===== config.mk =====
export PLATFORM = sky130hd
export DESIGN_NAME = multicycle_ctrl
export DESIGN_NICKNAME = d
export VERILOG_FILES = /design/src/rtl/mc_ctrl_pkg.sv /design/src/rtl/mc_wait_timer.sv /design/src/rtl/multicycle_ctrl.sv
export SDC_FILE = /design/constraint.sdc
export NUM_CORES = 1
export LEC_CHECK = 0
export ABC_AREA = 1
export BUFFER_PORTS_ARGS = -buffer_cell sky130_fd_sc_hd__buf_4
export CAP_MARGIN = 20
export CORE_ASPECT_RATIO = 1.2
export CORE_MARGIN = 3
export CORE_UTILIZATION = 48
export DETAILED_ROUTE_END_ITERATION = 8
export HOLD_SLACK_MARGIN = 0.12
export PLACE_DENSITY = 0.81
export SLEW_MARGIN = 20
export SYNTH_ARGS = -nofsm -noshare
export SYNTH_HDL_FRONTEND = slang
export SYNTH_HIERARCHICAL = 1
export SYNTH_SLANG_ARGS = --single-unit

===== constraint.sdc =====
create_clock -name clk -period 2.3 [get_ports clk]
set_clock_uncertainty 0.1 [all_clocks]
set_input_delay 0.345 -clock clk [delete_from_list [all_inputs] [get_ports clk]]
set_output_delay 0.345 -clock clk [all_outputs]
set_load 0.01 [all_outputs]

===== src/rtl/mc_ctrl_pkg.sv =====
`default_nettype none
// ============================================================================
// Module      : mc_ctrl_pkg
// Description : Shared encodings for the multicycle MIPS control FSM:
//               state codes, supported opcodes, ALUOp codes, datapath
//               mux select codes and the bundled control-strobe struct.
// Revision    : 1.0 - initial release
// ============================================================================
package mc_ctrl_pkg;

    // FSM state encodings (4 bits, visible on state_o)
    localparam logic [3:0] ST_FETCH  = 4'd0;
    localparam logic [3:0] ST_DECODE = 4'd1;
    localparam logic [3:0] ST_MEMADR = 4'd2;
    localparam logic [3:0] ST_MEMRD  = 4'd3;
    localparam logic [3:0] ST_MEMWB  = 4'd4;
    localparam logic [3:0] ST_MEMWR  = 4'd5;
    localparam logic [3:0] ST_EXEC_R = 4'd6;
    localparam logic [3:0] ST_RWB    = 4'd7;
    localparam logic [3:0] ST_EXEC_I = 4'd8;
    localparam logic [3:0] ST_IWB    = 4'd9;
    localparam logic [3:0] ST_BRANCH = 4'd10;
    localparam logic [3:0] ST_JAL    = 4'd11;
    localparam logic [3:0] ST_HALT   = 4'd15;

    // Supported opcodes (IR[31:26])
    localparam logic [5:0] OP_RTYPE = 6'h00;
    localparam logic [5:0] OP_ORI   = 6'h0D;
    localparam logic [5:0] OP_LW    = 6'h23;
    localparam logic [5:0] OP_SW    = 6'h2B;
    localparam logic [5:0] OP_BEQ   = 6'h04;
    localparam logic [5:0] OP_JAL   = 6'h03;

    // ALUOp codes consumed by the ALU-control decoder
    localparam logic [1:0] ALUOP_ADD   = 2'b00;
    localparam logic [1:0] ALUOP_SUB   = 2'b01;
    localparam logic [1:0] ALUOP_RTYPE = 2'b10;
    localparam logic [1:0] ALUOP_ORI   = 2'b11;

    // ALU operand-B select
    localparam logic [1:0] SRCB_REG    = 2'b00;
    localparam logic [1:0] SRCB_FOUR   = 2'b01;
    localparam logic [1:0] SRCB_IMM    = 2'b10;
    localparam logic [1:0] SRCB_BRANCH = 2'b11;

    // PC source select
    localparam logic [1:0] PCSRC_ALU    = 2'b00;
    localparam logic [1:0] PCSRC_ALUOUT = 2'b01;
    localparam logic [1:0] PCSRC_JUMP   = 2'b10;

    // Register-file destination select
    localparam logic [1:0] REGDST_RT = 2'b00;
    localparam logic [1:0] REGDST_RD = 2'b01;
    localparam logic [1:0] REGDST_RA = 2'b10;

    // Register-file write-data select
    localparam logic [1:0] MEMTOREG_ALUOUT = 2'b00;
    localparam logic [1:0] MEMTOREG_MDR    = 2'b01;
    localparam logic [1:0] MEMTOREG_PC     = 2'b10;

    // All per-state control strobes, so the decoder can default them in one go
    typedef struct packed {
        logic       mem_req;
        logic       mem_read;
        logic       mem_write;
        logic       iord;
        logic       ir_write;
        logic       pc_write;
        logic       pc_write_cond;
        logic [1:0] pc_source;
        logic       alu_src_a;
        logic [1:0] alu_src_b;
        logic       ext_op;
        logic [1:0] alu_op;
        logic [1:0] reg_dst;
        logic [1:0] mem_to_reg;
        logic       reg_write;
        logic       instr_done;
        logic       illegal_op;
    } ctrl_t;

    // States that own the memory port and may stall on mem_ready
    function automatic logic is_mem_state(input logic [3:0] state);
        return (state == ST_FETCH) || (state == ST_MEMRD) || (state == ST_MEMWR);
    endfunction

endpackage
`default_nettype wire


===== src/rtl/mc_wait_timer.sv =====
`default_nettype none
// ============================================================================
// Module      : mc_wait_timer
// Description : Memory-stall counter. Counts stalled cycles while inc is
//               high, clears on clr, and flags expired once MAX_WAIT stalled
//               cycles have been tolerated.
// Ports       : clk, rst (async, active-high)
//               clr     - clear the count (has priority over inc)
//               inc     - count one stalled cycle
//               expired - count has reached MAX_WAIT
// Revision    : 1.0 - initial release
// ============================================================================
module mc_wait_timer #(
    parameter int unsigned WAIT_W   = 8,
    parameter int unsigned MAX_WAIT = 200
) (
    input  logic clk,
    input  logic rst,
    input  logic clr,
    input  logic inc,
    output logic expired
);

    localparam logic [WAIT_W-1:0] C_LIMIT = WAIT_W'(MAX_WAIT);

    logic [WAIT_W-1:0] r_count;

    // Holds at the limit so the count can never wrap back below it
    always_ff @(posedge clk or posedge rst) begin
        if (rst) begin
            r_count <= '0;
        end else if (clr) begin
            r_count <= '0;
        end else if (inc && (r_count != C_LIMIT)) begin
            r_count <= r_count + 1'b1;
        end
    end

    assign expired = (r_count == C_LIMIT);

endmodule
`default_nettype wire


===== src/rtl/multicycle_ctrl.sv =====
`default_nettype none
// ============================================================================
// Module      : multicycle_ctrl
// Description : Moore FSM sequencing the shared multicycle MIPS datapath
//               (addu/subu, ori, lw, sw, beq, jal). Stalls on mem_ready,
//               halts with a sticky mem_err on a memory timeout.
// Ports       : clk, rst (async, active-high)
//               op        - IR[31:26], valid from DECODE onward
//               mem_ready - memory completes the current access
//               mem_req/MemRead/MemWrite/IorD     - memory port control
//               IRWrite/PCWrite/PCWriteCond/PCSource - IR and PC control
//               ALUSrcA/ALUSrcB/ExtOp/ALUOp        - ALU control
//               RegDst/MemtoReg/RegWrite           - register file control
//               instr_done/illegal_op - single-cycle status pulses
//               mem_err   - sticky memory timeout flag
//               state_o   - current state (debug)
// Revision    : 1.0 - initial release
// ============================================================================
module multicycle_ctrl
    import mc_ctrl_pkg::*;
#(
    parameter int unsigned WAIT_W   = 8,
    parameter int unsigned MAX_WAIT = 200
) (
    input  logic       clk,
    input  logic       rst,
    input  logic [5:0] op,
    input  logic       mem_ready,
    output logic       mem_req,
    output logic       MemRead,
    output logic       MemWrite,
    output logic       IorD,
    output logic       IRWrite,
    output logic       PCWrite,
    output logic       PCWriteCond,
    output logic [1:0] PCSource,
    output logic       ALUSrcA,
    output logic [1:0] ALUSrcB,
    output logic       ExtOp,
    output logic [1:0] ALUOp,
    output logic [1:0] RegDst,
    output logic [1:0] MemtoReg,
    output logic       RegWrite,
    output logic       instr_done,
    output logic       illegal_op,
    output logic       mem_err,
    output logic [3:0] state_o
);

    logic [3:0] r_state;
    logic [3:0] w_next;
    logic       r_mem_err;
    logic       w_mem_state;
    logic       w_expired;
    logic       w_timeout;
    logic       w_wait_clr;
    logic       w_wait_inc;
    ctrl_t      w_ctrl;
    ctrl_t      w_out;

    assign w_mem_state = is_mem_state(r_state);
    // mem_ready on the limit cycle wins, so only a still-stalled access times out
    assign w_timeout   = w_mem_state && !mem_ready && w_expired;
    assign w_wait_inc  = w_mem_state && !mem_ready;
    assign w_wait_clr  = mem_ready || (w_next != r_state);

    mc_wait_timer #(
        .WAIT_W   (WAIT_W),
        .MAX_WAIT (MAX_WAIT)
    ) u_wait_timer (
        .clk     (clk),
        .rst     (rst),
        .clr     (w_wait_clr),
        .inc     (w_wait_inc),
        .expired (w_expired)
    );

    // ------------------------------------------------------------------
    // Next-state logic
    // ------------------------------------------------------------------
    always_comb begin
        w_next = r_state;
        case (r_state)
            ST_FETCH: begin
                if (mem_ready)      w_next = ST_DECODE;
                else if (w_expired) w_next = ST_HALT;
            end
            ST_DECODE: begin
                case (op)
                    OP_RTYPE:     w_next = ST_EXEC_R;
                    OP_ORI:       w_next = ST_EXEC_I;
                    OP_LW, OP_SW: w_next = ST_MEMADR;
                    OP_BEQ:       w_next = ST_BRANCH;
                    OP_JAL:       w_next = ST_JAL;
                    default:      w_next = ST_FETCH;
                endcase
            end
            ST_MEMADR: w_next = (op == OP_LW) ? ST_MEMRD : ST_MEMWR;
            ST_MEMRD: begin
                if (mem_ready)      w_next = ST_MEMWB;
                else if (w_expired) w_next = ST_HALT;
            end
            ST_MEMWR: begin
                if (mem_ready)      w_next = ST_FETCH;
                else if (w_expired) w_next = ST_HALT;
            end
            ST_EXEC_R: w_next = ST_RWB;
            ST_EXEC_I: w_next = ST_IWB;
            ST_MEMWB, ST_RWB, ST_IWB, ST_BRANCH, ST_JAL: w_next = ST_FETCH;
            ST_HALT:   w_next = ST_HALT;
            default:   w_next = ST_FETCH;
        endcase
    end

    // ------------------------------------------------------------------
    // State and sticky error registers
    // ------------------------------------------------------------------
    always_ff @(posedge clk or posedge rst) begin
        if (rst) begin
            r_state   <= ST_FETCH;
            r_mem_err <= 1'b0;
        end else begin
            r_state <= w_next;
            if (w_timeout) begin
                r_mem_err <= 1'b1;
            end
        end
    end

    // ------------------------------------------------------------------
    // Per-state control decode; memory-side write enables follow mem_ready
    // ------------------------------------------------------------------
    always_comb begin
        w_ctrl = '0;
        case (r_state)
            ST_FETCH: begin
                w_ctrl.mem_req   = 1'b1;
                w_ctrl.mem_read  = 1'b1;
                w_ctrl.iord      = 1'b0;
                w_ctrl.alu_src_a = 1'b0;
                w_ctrl.alu_src_b = SRCB_FOUR;
                w_ctrl.alu_op    = ALUOP_ADD;
                w_ctrl.pc_source = PCSRC_ALU;
                w_ctrl.ir_write  = mem_ready;
                w_ctrl.pc_write  = mem_ready;
            end
            ST_DECODE: begin
                // ALUOut captures PC+4 + (sext(imm)<<2) for a possible beq
                w_ctrl.alu_src_a  = 1'b0;
                w_ctrl.alu_src_b  = SRCB_BRANCH;
                w_ctrl.ext_op     = 1'b1;
                w_ctrl.alu_op     = ALUOP_ADD;
                // Only unsupported opcodes fall straight back to FETCH
                w_ctrl.illegal_op = (w_next == ST_FETCH);
            end
            ST_MEMADR: begin
                w_ctrl.alu_src_a = 1'b1;
                w_ctrl.alu_src_b = SRCB_IMM;
                w_ctrl.ext_op    = 1'b1;
                w_ctrl.alu_op    = ALUOP_ADD;
            end
            ST_MEMRD: begin
                w_ctrl.mem_req  = 1'b1;
                w_ctrl.mem_read = 1'b1;
                w_ctrl.iord     = 1'b1;
            end
            ST_MEMWB: begin
                w_ctrl.reg_dst    = REGDST_RT;
                w_ctrl.mem_to_reg = MEMTOREG_MDR;
                w_ctrl.reg_write  = 1'b1;
                w_ctrl.instr_done = 1'b1;
            end
            ST_MEMWR: begin
                w_ctrl.mem_req    = 1'b1;
                w_ctrl.iord       = 1'b1;
                w_ctrl.mem_write  = mem_ready;
                w_ctrl.instr_done = mem_ready;
            end
            ST_EXEC_R: begin
                w_ctrl.alu_src_a = 1'b1;
                w_ctrl.alu_src_b = SRCB_REG;
                w_ctrl.alu_op    = ALUOP_RTYPE;
            end
            ST_RWB: begin
                w_ctrl.reg_dst    = REGDST_RD;
                w_ctrl.mem_to_reg = MEMTOREG_ALUOUT;
                w_ctrl.reg_write  = 1'b1;
                w_ctrl.instr_done = 1'b1;
            end
            ST_EXEC_I: begin
                w_ctrl.alu_src_a = 1'b1;
                w_ctrl.alu_src_b = SRCB_IMM;
                w_ctrl.ext_op    = 1'b0;
                w_ctrl.alu_op    = ALUOP_ORI;
            end
            ST_IWB: begin
                w_ctrl.reg_dst    = REGDST_RT;
                w_ctrl.mem_to_reg = MEMTOREG_ALUOUT;
                w_ctrl.reg_write  = 1'b1;
                w_ctrl.instr_done = 1'b1;
            end
            ST_BRANCH: begin
                w_ctrl.alu_src_a     = 1'b1;
                w_ctrl.alu_src_b     = SRCB_REG;
                w_ctrl.alu_op        = ALUOP_SUB;
                w_ctrl.pc_write_cond = 1'b1;
                w_ctrl.pc_source     = PCSRC_ALUOUT;
                w_ctrl.instr_done    = 1'b1;
            end
            ST_JAL: begin
                // PC already holds PC+4 from FETCH, so it is the link value
                w_ctrl.reg_dst    = REGDST_RA;
                w_ctrl.mem_to_reg = MEMTOREG_PC;
                w_ctrl.reg_write  = 1'b1;
                w_ctrl.pc_write   = 1'b1;
                w_ctrl.pc_source  = PCSRC_JUMP;
                w_ctrl.instr_done = 1'b1;
            end
            default: ;
        endcase
    end

    // Reset forces every strobe low at once, independent of the clock
    assign w_out = rst ? '0 : w_ctrl;

    assign mem_req     = w_out.mem_req;
    assign MemRead     = w_out.mem_read;
    assign MemWrite    = w_out.mem_write;
    assign IorD        = w_out.iord;
    assign IRWrite     = w_out.ir_write;
    assign PCWrite     = w_out.pc_write;
    assign PCWriteCond = w_out.pc_write_cond;
    assign PCSource    = w_out.pc_source;
    assign ALUSrcA     = w_out.alu_src_a;
    assign ALUSrcB     = w_out.alu_src_b;
    assign ExtOp       = w_out.ext_op;
    assign ALUOp       = w_out.alu_op;
    assign RegDst      = w_out.reg_dst;
    assign MemtoReg    = w_out.mem_to_reg;
    assign RegWrite    = w_out.reg_write;
    assign instr_done  = w_out.instr_done;
    assign illegal_op  = w_out.illegal_op;
    assign mem_err     = r_mem_err;
    assign state_o     = r_state;

endmodule
`default_nettype wire


Yosys cells after proc, flatten, opt, wreduce, memory -nomap -nowiden
Index checks and enable logic that the tools add are counted.
- register bits: 13
- bits in latches: 0
- bits in writable memories: 0
- ROM bits: 0
- word-level logic and storage cells: 67
- memories kept: 0
- add/subtract/negate cells: 1
- $mul: 0
- div/mod/pow operators: 0
- order comparisons: 0
- equality and inequality tests: 20
- shifts and indexed selects: 0
- muxes and demuxes: 24
- bitwise gates (word level): 0
- reduce and logical (&&, ||, !) cells: 19
- operator list (cell ; number):
    one-hot mux 4 bit (8 select lines) ; 1
    2-to-1 mux 22 bit ; 1
    == test 4 bit (second input constant) ; 5
    one-hot mux 4 bit (5 select lines) ; 1
    one-hot mux 5 bit (4 select lines) ; 1
    == test 4 x 3 -> 1 bit (second input constant) ; 4
    2-to-1 mux 4 bit ; 4
    2-to-1 mux 8 bit ; 2
    == test 6 bit (second input constant) ; 2
    one-hot mux 3 bit (4 select lines) ; 1
    OR reduction 2 bit ; 6
    adder 8 x 1 -> 8 bit (second input constant) ; 1
    == test 4 x 2 -> 1 bit (second input constant) ; 2
    == test 8 bit (second input constant) ; 1
    logical NOT 4 bit ; 2
    2-to-1 mux 1 bit ; 8
    != test 8 bit (second input constant) ; 1
    == test 6 x 2 -> 1 bit (second input constant) ; 1
    == test 6 x 3 -> 1 bit (second input constant) ; 1
    == test 6 x 4 -> 1 bit (second input constant) ; 1
    logical NOT 6 bit ; 1
    one-hot mux 2 bit (3 select lines) ; 1
    OR reduction 5 bit ; 1
    == test 4 x 1 -> 1 bit (second input constant) ; 1
    other kinds (9) ; 14

Longest topological paths before layout
Gate-level depths: netlist (run 1).
- depth after elaboration: 7
- mapped depth: 17
- mapped depth without buffers: 17

By module
Netlist (run 1), hierarchy kept.
- by module, submodules not included (module ; instances ; cells an instance ; area an instance (um^2)):
    multicycle_ctrl ; 1 ; 154 ; 894.6
    mc_wait_timer ; 1 ; 79 ; 550.5

Least setup slack after synthesis (run 1)
OpenSTA, ideal clock, no wires.
- path type: reg-to-reg
- start: reg u_wait_timer.r_count[0]
- end: reg u_wait_timer.r_count[7]
- data arrival time: 2336 ps
- required time: 2134 ps
- path slack: -201 ps
- cell stages (with the launch flop): 17
- cells stage by stage: dfrtp_1 -> inv_1 -> ha_1 -> nand2_1 -> nor4_1 -> inv_1 -> nand2_1 -> nor2_1 -> nor2_1 -> nor2_2 -> nand4_1 -> nand2_1 -> nor2_1 -> nand3_1 -> inv_1 -> nand4_1 -> nand2_1
- word-level cells in the longest chain between the ends: 7
- elaborated cells between the ends (all ways): 14
- classes of those cells: add/sub: 1; eq/ne: 3; mux: 7; reduce/logical: 3
- RTL lines (element ; RTL line ; RTL):
    start, declared ; mc_wait_timer.sv:26 ; logic [WAIT_W-1:0] r_count;
    start signal, assigned ; mc_wait_timer.sv:35 ; r_count <= r_count + 1'b1;
    == test 8 bit * ; mc_wait_timer.sv:39 ; assign expired = (r_count == C_LIMIT);
    named net w_expired ; multicycle_ctrl.sv:54 ; logic w_expired;
    2-to-1 mux 4 bit * ; multicycle_ctrl.sv:86, multicycle_ctrl.sv:101, multicycle_ctrl.sv:105 ;
    2-to-1 mux 4 bit, on equally long branches ; multicycle_ctrl.sv:104, multicycle_ctrl.sv:85, multicycle_ctrl.sv:100 ;
    one-hot mux 4 bit (8 select lines) * ; multicycle_ctrl.sv:83 ; case (r_state)
    != test 4 bit * ; multicycle_ctrl.sv:65 ; assign w_wait_clr = mem_ready || (w_next != r_state);
    logical OR 1 bit * ; multicycle_ctrl.sv:65 ;
    named net w_wait_clr ; multicycle_ctrl.sv:56 ; logic w_wait_clr;
    2-to-1 mux 8 bit / nonzero test 2 bit (equally long branches) ; n/a ;
Mark *: on every way through the listed nets, which the timed path passes. The rest lies on a longest branch. The select of a mux whose other input is x is not followed.
A chain may end at the register's enable or synchronous reset.

Worst setup path after layout (run 1)
- start: reg u_wait_timer.r_count[0]
- end: out illegal_op
- word-level cells in the longest chain between the ends: 7
- elaborated cells between the ends (all ways): 9
- classes of those cells: eq/ne: 1; mux: 7; reduce/logical: 1
- RTL lines (element ; RTL line ; RTL):
    == test 8 bit * ; mc_wait_timer.sv:39 ;
    named net w_expired ; multicycle_ctrl.sv:54 ;
    2-to-1 mux 4 bit * ; multicycle_ctrl.sv:86, multicycle_ctrl.sv:101, multicycle_ctrl.sv:105 ;
    2-to-1 mux 4 bit, on equally long branches ; multicycle_ctrl.sv:104, multicycle_ctrl.sv:85, multicycle_ctrl.sv:100 ;
    one-hot mux 4 bit (8 select lines) * ; multicycle_ctrl.sv:83 ;
    logical NOT 4 bit * ; multicycle_ctrl.sv:154 ; w_ctrl.illegal_op = (w_next == ST_FETCH);
    2-to-1 mux 1 bit * ; multicycle_ctrl.sv:135 ; case (r_state)
    2-to-1 mux 22 bit * ; multicycle_ctrl.sv:224 ; assign w_out = rst ? '0 : w_ctrl;
    end, declared ; multicycle_ctrl.sv:45 ; output logic illegal_op,
Mark *: on every way through the listed nets, which the timed path passes. The rest lies on a longest branch.

==> results of run 1 <==
## cells by family (layout without fill, tap and decap cells)
| group | after synthesis | in the layout | share of synthesized area [%] |
|---|---|---|---|
| and+or+nand+nor | 162 | 162 | 56.80 |
| DFF | 13 | 13 | 22.51 |
| adders and majority gates | 2 | 2 | 1.731 |
| buffers and inverters | 41 | 87 | 12.47 |
| AOI/OAI and AO/OA | 12 | 12 | 4.676 |
| xor gates and xnor gates | 3 | 3 | 1.819 |
## per-layer routing
| metal | vias up | GRT usage (%) |
|---|---|---|
| li1 | 828 | - |
| met1 | 755 | 26.50 |
| met2 | 59 | 37.87 |
| met3 | 14 | 2.344 |
| met4 | 0 | 10.68 |
| met5 | - | 0 |
## registers in the layout, indices dropped and copies added, names as in the netlist
| name | cells |
|---|---|
| u_wait_timer/r_count | 8 |
| state_o | 4 |
| mem_err | 1 |
## critical path: cells and delay by family, from the launching register on
family                   cells  cell delay [ps]
adder cells (fa/ha/maj)      1              150
AND/OR/NAND/NOR              8              860
buffers and inverters        4              440
flip-flops                   1              400
## cell usage in the layout (no fill, tap or decap), types with 2 or more instances in the layout
cell and count:
dfrtp_1 13, nor3_1 4, nand2_1 60, nand2_4 4, nand3_2 5, a21oi_1 6
nand3_4 2, xor2_1 3, nor2_4 4, o21ai_0 2, nand4_1 4, buf_4 46
inv_1 24, nor2_1 32, nand3_1 20, inv_2 11, clkbuf_4 3, nand2_2 8
nor2_2 14
## metrics by stage
stage,setup TNS (ps),hold WS (ps),worst slack [ps],power [mW]
floorplan,0,48.47,63.98,0.8586
global placement,0,304.4,141.0,1.077
detailed placement,0,311.6,45.21,1.089
CTS,-177.3,377.4,-177.3,1.245
global route,-3541,411.6,-405.2,1.430
finish,-2130,375.3,-285.2,1.332
## layout make-up
class	instances	share of cell area, %
clock buffers	4	1.387
flip-flops and latches	13	17.17
repair buffers	48	19.35
well taps	34	2.246
multi-input cells	179	52.91
inverters	35	6.935
## how the worst max path moves through the flow
stage | endpoint | depth (start not counted) | slack (ps) | startpoint
after floorplan | u_wait_timer/r_count[7]$_DFFE_PP0P_ | 16 | 60 | u_wait_timer/r_count[0]$_DFFE_PP0P_
after global placement | illegal_op | 14 | 140 | u_wait_timer/r_count[0]$_DFFE_PP0P_
after detailed placement | u_wait_timer/r_count[7]$_DFFE_PP0P_ | 17 | 50 | u_wait_timer/r_count[0]$_DFFE_PP0P_
after CTS | illegal_op | 14 | -180 | u_wait_timer/r_count[0]$_DFFE_PP0P_
after global routing | u_wait_timer/r_count[1]$_DFFE_PP0P_ | 18 | -410 | u_wait_timer/r_count[0]$_DFFE_PP0P_
final | illegal_op | 13 | -290 | u_wait_timer/r_count[0]$_DFFE_PP0P_
## power by group
group	internal [mW]	switching [mW]	total, mW
registers	0.251	0.0597	0.311
logic	0.349	0.520	0.869
clock network	0.0673	0.0843	0.152
total	0.668	0.664	1.33
## repair_timing
action / 4_1_cts / 5_1_grt
hold endpoints to repair: 13 / 0
pin swaps: 1 / 13
hold buffers: 1 / 0
setup buffers: 0 / 3
resized for setup: 1 / 18
endpoints found under the setup margin: 1 / 10
==> results.py, run 1 <==
metrics = {
    "critical_path": {
        "r2r-end": "u_wait_timer/r_count[1]$_DFFE_PP0P_",
        "critPathLaunchType": "flip-flop",
        "cp_cell_sequence": "inv_2, ha_4, nand2_4, nor4_4, buf_4, inv_2, nand2_2, nor2_2, nor2_2, nor2_2, nand4_1, nor2_2, buf_4",
        "path_max_fanout": 3,
        "ff2ff_setup_slack_ps": -240,
        "end_kind": "output port",
        "r2r-start": "u_wait_timer/r_count[0]$_DFFE_PP0P_",
        "crit_required_ps": 1860,
        "cp_common_cell": "nor2_2",
        "arrival_ps": 2140,
        "slowest_delay_ps": 400,
        "cp_slowest_cell": "dfrtp_1",
        "reg2reg_depth": 20,
        "path_class": "flip-flop to output port",
    },
    "final_layout": {
        "seq_area_um2": 325.3,
        "final_core_util_pct": 66.75,
        "syn2layout_area_growth_pct": 31.08,
        "finalNonFillerCells": 313,
        "final_layout_size_suffix_gt1_share_pct": 36.56,
        "design_area_um2": 1894,
        "multiInputGateArea_um2": 1002,
        "diodes": 0,
        "fillers": 263,
        "fin_nets": 291,
    },
    "power_and_ir_drop": {
        "irDropWorstVdd_mv": 0.4585,
        "p_leak_nw": 1.037,
        "powerDensity_nw_per_um2": 702.9,
    },
    "synth": {
        "netlist_instances": 233,
        "ys_warn_count": 6,
        "synth_edf_count": 0,
        "postSynthAreaPerCell_um2": 6.202,
        "yosysUniqueCellTypes": 29,
        "synth.most_common_cell": "nand2_1",
        "synthesis.nets": 244,
        "synth-seq-cells": 13,
        "yosys_most_used_dff": "dfrtp_1",
        "synth_top_cells_by_count": "nand2_1, nor2_1, inv_1",
        "seq_area_frac_synth_pct": 22.51,
        "ys_top_cells_by_area": "dfrtp_1, nand2_1, nor2_1",
        "synth_top_area_cell": "dfrtp_1",
        "synth_area_um2": 1445,
        "synth-async-reset-ratio_pct": 100.0,
        "synth_top_area_share_pct": 22.51,
    },
    "timing": {
        "timing.fmax_mhz": 386.8,
        "fin_crit_ps": 2585,
        "tightest_slew_ps": 468.7,
        "relSlewSlack_pct": 68.75,
        "fin_ws_ps": -285.2,
        "setup_viol": 9,
        "hold_viol": 0,
        "rsz0062_at_grt": "yes",
        "min_period_over_period_pct": 112.4,
        "slew_viol_final": 0,
    },
    "clocking": {
        "clock_path_buffers": 2,
        "clk_latency_ps": 280,
        "cts_buffers": 3,
        "path_clk_slew_ps": 90,
        "cts_max_level": 1,
        "cts_sinks": 13,
        "cts-root-buf": "clkbuf_4",
        "tritoncts": "yes",
    },
    "drt": {
        "met3_length_um": 175,
        "drc": 0,
        "wl_per_cell_um": 13.05,
        "drt_iter0_drc": 113,
        "vias_per_cell": 5.291,
        "routed_wl_um": 4085,
        "ant_nets": 0,
        "first_pass_iters": 4,
        "vias": 1656,
        "met2WireLength_um": 2069,
        "routedLengthMet1_um": 1714,
        "routed.top_layer": "met4",
    },
    "worst_hold_path": {
        "min_path_type": "flip-flop to flip-flop",
        "holdCritStartpoint": "mem_err$_DFFE_PP0P_",
        "min_path_cells": 2,
        "hold_end": "mem_err$_DFFE_PP0P_",
    },
    "die": {
        "dieWidth_um": 56.09,
        "rows": 21,
        "coreArea_um2": 2838,
        "die_h_um": 66.11,
        "fp.dieArea_um2": 3708,
        "initial_utilization_pct": 50.93,
        "pin_count": 36,
    },
    "global_route": {
        "grtUsageTotal_pct": 21.73,
        "grt_pass1_wl_um": 6458,
        "globalRouteOverflowTotal": 0,
        "antenna_found_initial": 0,
        "grt_pass1_vias": 1473,
        "grt_max_degree": 16,
    },
    "run": {
        "cap_violations": 0,
    },
    "placed_design": {
        "placed_area_um2": 1784,
        "dp_hpwl_um": 3105,
        "gp_congestion": 0.8645,
        "io_buffers": 35,
        "placed_cells": 305,
    },
    "status": {
        "failed_checks": "setup timing",
        "status": "complete, but fails checks",
    },
}
(Power assumes the default switching activity.)
==> run 2: changes to the inputs <==
--- a/config.mk
+++ b/config.mk
@@ -6,14 +6,14 @@
 export NUM_CORES = 1
 export LEC_CHECK = 0
 export ABC_AREA = 1
-export BUFFER_PORTS_ARGS = -buffer_cell sky130_fd_sc_hd__buf_4
 export CAP_MARGIN = 20
 export CORE_ASPECT_RATIO = 1.2
 export CORE_MARGIN = 3
-export CORE_UTILIZATION = 48
+export CORE_UTILIZATION = 57
 export DETAILED_ROUTE_END_ITERATION = 8
+export DONT_BUFFER_PORTS = 1
 export HOLD_SLACK_MARGIN = 0.12
-export PLACE_DENSITY = 0.81
+export PLACE_DENSITY = 0.8
 export SLEW_MARGIN = 20
 export SYNTH_ARGS = -nofsm -noshare
 export SYNTH_HDL_FRONTEND = slang
==> results.py, run 2 (synthesis gave the netlist of run 1 again) <==
metrics = {
    "placed_design": {
        "placed_area_um2": 1563,
        "io_buffers": 0,
        "post-place-ws_ps": 41.19,
        "dp_hpwl_um": 2809,
        "gp_congestion": 0.9622,
    },
    "die": {
        "rows": 19,
        "coreArea_um2": 2354,
        "pin_count": 36,
        "initial_utilization_pct": 61.40,
        "die_h_um": 61.16,
        "fp.dieArea_um2": 3178,
        "dieWidth_um": 51.97,
    },
    "run": {
        "cap_violations": 0,
    },
    "drt": {
        "drt_iter0_drc": 27,
        "vias": 1509,
        "vias_per_cell": 5.389,
        "drc": 0,
        "wl_per_cell_um": 12.74,
        "routed_wl_um": 3566,
        "ant_nets": 0,
        "first_pass_iters": 4,
    },
    "timing": {
        "setup_viol": 1,
        "hold_viol": 0,
        "min_period_over_period_pct": 102.0,
        "tightest_slew_ps": 435.5,
        "rsz0062_at_grt": "yes",
        "fin_ws_ps": -47.04,
        "timing.fmax_mhz": 426.1,
        "relSlewSlack_pct": 70.97,
        "fin_crit_ps": 2347,
        "slew_viol_final": 0,
    },
    "power_and_ir_drop": {
        "powerDensity_nw_per_um2": 730.2,
        "p_leak_nw": 0.8787,
        "irDropWorstVdd_mv": 0.4917,
    },
    "clocking": {
        "cts-root-buf": "clkbuf_4",
        "clock_path_buffers": 2,
        "cts_buffers": 3,
        "path_clk_slew_ps": 90,
        "cts_sinks": 13,
        "cts_max_level": 1,
        "tritoncts": "yes",
        "clk_latency_ps": 270,
    },
    "final_layout": {
        "multiInputGateArea_um2": 997.2,
        "final_cell_mix": "nand2_1, nor2_1, inv_1, nand3_1, buf_4",
        "final_layout_size_suffix_gt1_share_pct": 26.51,
        "final_common_cell": "nand2_1",
        "top_register": "u_wait_timer/r_count",
        "design_area_um2": 1660,
        "syn2layout_area_growth_pct": 14.89,
        "diodes": 0,
        "fillers": 228,
        "seq_area_um2": 325.3,
        "largest_register_ffs": 8,
        "fin_nets": 261,
    },
    "status": {
        "status": "complete, but fails checks",
        "failed_checks": "setup timing",
    },
    "global_route": {
        "globalRouteOverflowTotal": 0,
        "grt_pass1_vias": 1368,
        "antenna_found_initial": 0,
        "grtUsageTotal_pct": 23.63,
        "grt_pass1_wl_um": 5775,
        "grt_max_degree": 15,
    },
    "critical_path": {
        "end_kind": "output port",
        "path_max_fanout": 3,
        "crit_required_ps": 1860,
        "critPathLaunchType": "flip-flop",
        "ff2ff_setup_slack_ps": 60,
        "arrival_ps": 1900,
        "path_class": "flip-flop to output port",
    },
    "worst_hold_path": {
        "min_path_type": "input pin to flip-flop",
    },
}
## run 2: metrics by stage
stage | power (mW) | std cells | util (%) | TNS, ps | hold slack [ps]
6_report | 1.212 | 280 | 70.55 | -47.04 | 302.0
5_1_grt | 1.317 | 280 | 70.55 | -1255 | 323.5
4_1_cts | 1.135 | 278 | 68.26 | -78.05 | 263.9
3_5_place_dp | 0.9835 | 273 | 66.40 | 0 | 95.17
3_3_place_gp | 0.9773 | 273 | 66.40 | 0 | 91.95
2_1_floorplan | 0.8586 | 233 | - | 0 | 48.47
## run 2: timing repair
item | CTS | global route
hold buffers | 1 | 0
pin swaps | 1 | 12
buffers inserted | 0 | 2
cloned | 0 | 0
endpoints found under the setup margin | 1 | 9
gates resized for setup | 2 | 12
hold endpoints to repair | 13 | 0
## run 2: where the power goes
part | total (mW) | internal (mW) | leakage [nW] | switching (mW)
Clock | 0.140 | 0.0671 | 0.0150 | 0.0729
Combinational | 0.762 | 0.275 | 0.690 | 0.486
Sequential | 0.311 | 0.251 | 0.174 | 0.0597
Total | 1.21 | 0.594 | 0.879 | 0.619
## run 2: final cells by class
type | instances | share of cell area [%]
inverters | 35 | 7.913
well taps | 31 | 2.336
repair buffers | 18 | 8.515
clock buffers | 4 | 1.583
flip-flops and latches | 13 | 19.59
multi-input cells | 179 | 60.06
## run 2: path summary, 6_finish.rpt
kind / depth (start not counted) / end / start
worst max-delay path: 13 / illegal_op / u_wait_timer/r_count[0]$_DFFE_PP0P_
worst min-delay path: 4 / state_o[0]$_DFF_PP0_ / mem_ready
worst max register to register: 17 / u_wait_timer/r_count[4]$_DFFE_PP0P_ / u_wait_timer/r_count[0]$_DFFE_PP0P_
worst min register to register: 2 / u_wait_timer/r_count[7]$_DFFE_PP0P_ / u_wait_timer/r_count[7]$_DFFE_PP0P_
max in group asynchronous: 2 / u_wait_timer/r_count[4]$_DFFE_PP0P_ / rst
min in group asynchronous: 2 / state_o[0]$_DFF_PP0_ / rst
## run 2: worst max-delay path: stages (launching register included)
cell and delay (ps):
dfrtp_1 390, inv_2 100, ha_4 150, nand2_4 50
nor4_4 190, nor2_1 100, nor2_1 140, nand2_1 80
nand3_1 110, inv_1 50, nand2_1 70, nor2_1 40
nand2_1 100, nor2_4 60
## run 2: routing by layer
layer	share of wire (%)	GRT usage, %	vias to the layer above	routed length [um]
li1	-	-	761	-
met1	39	25.94	694	1373
met2	54	46.68	48	1941
met3	5.2	4.116	6	186
met4	1.8	5.243	0	65
met5	0	0	-	0
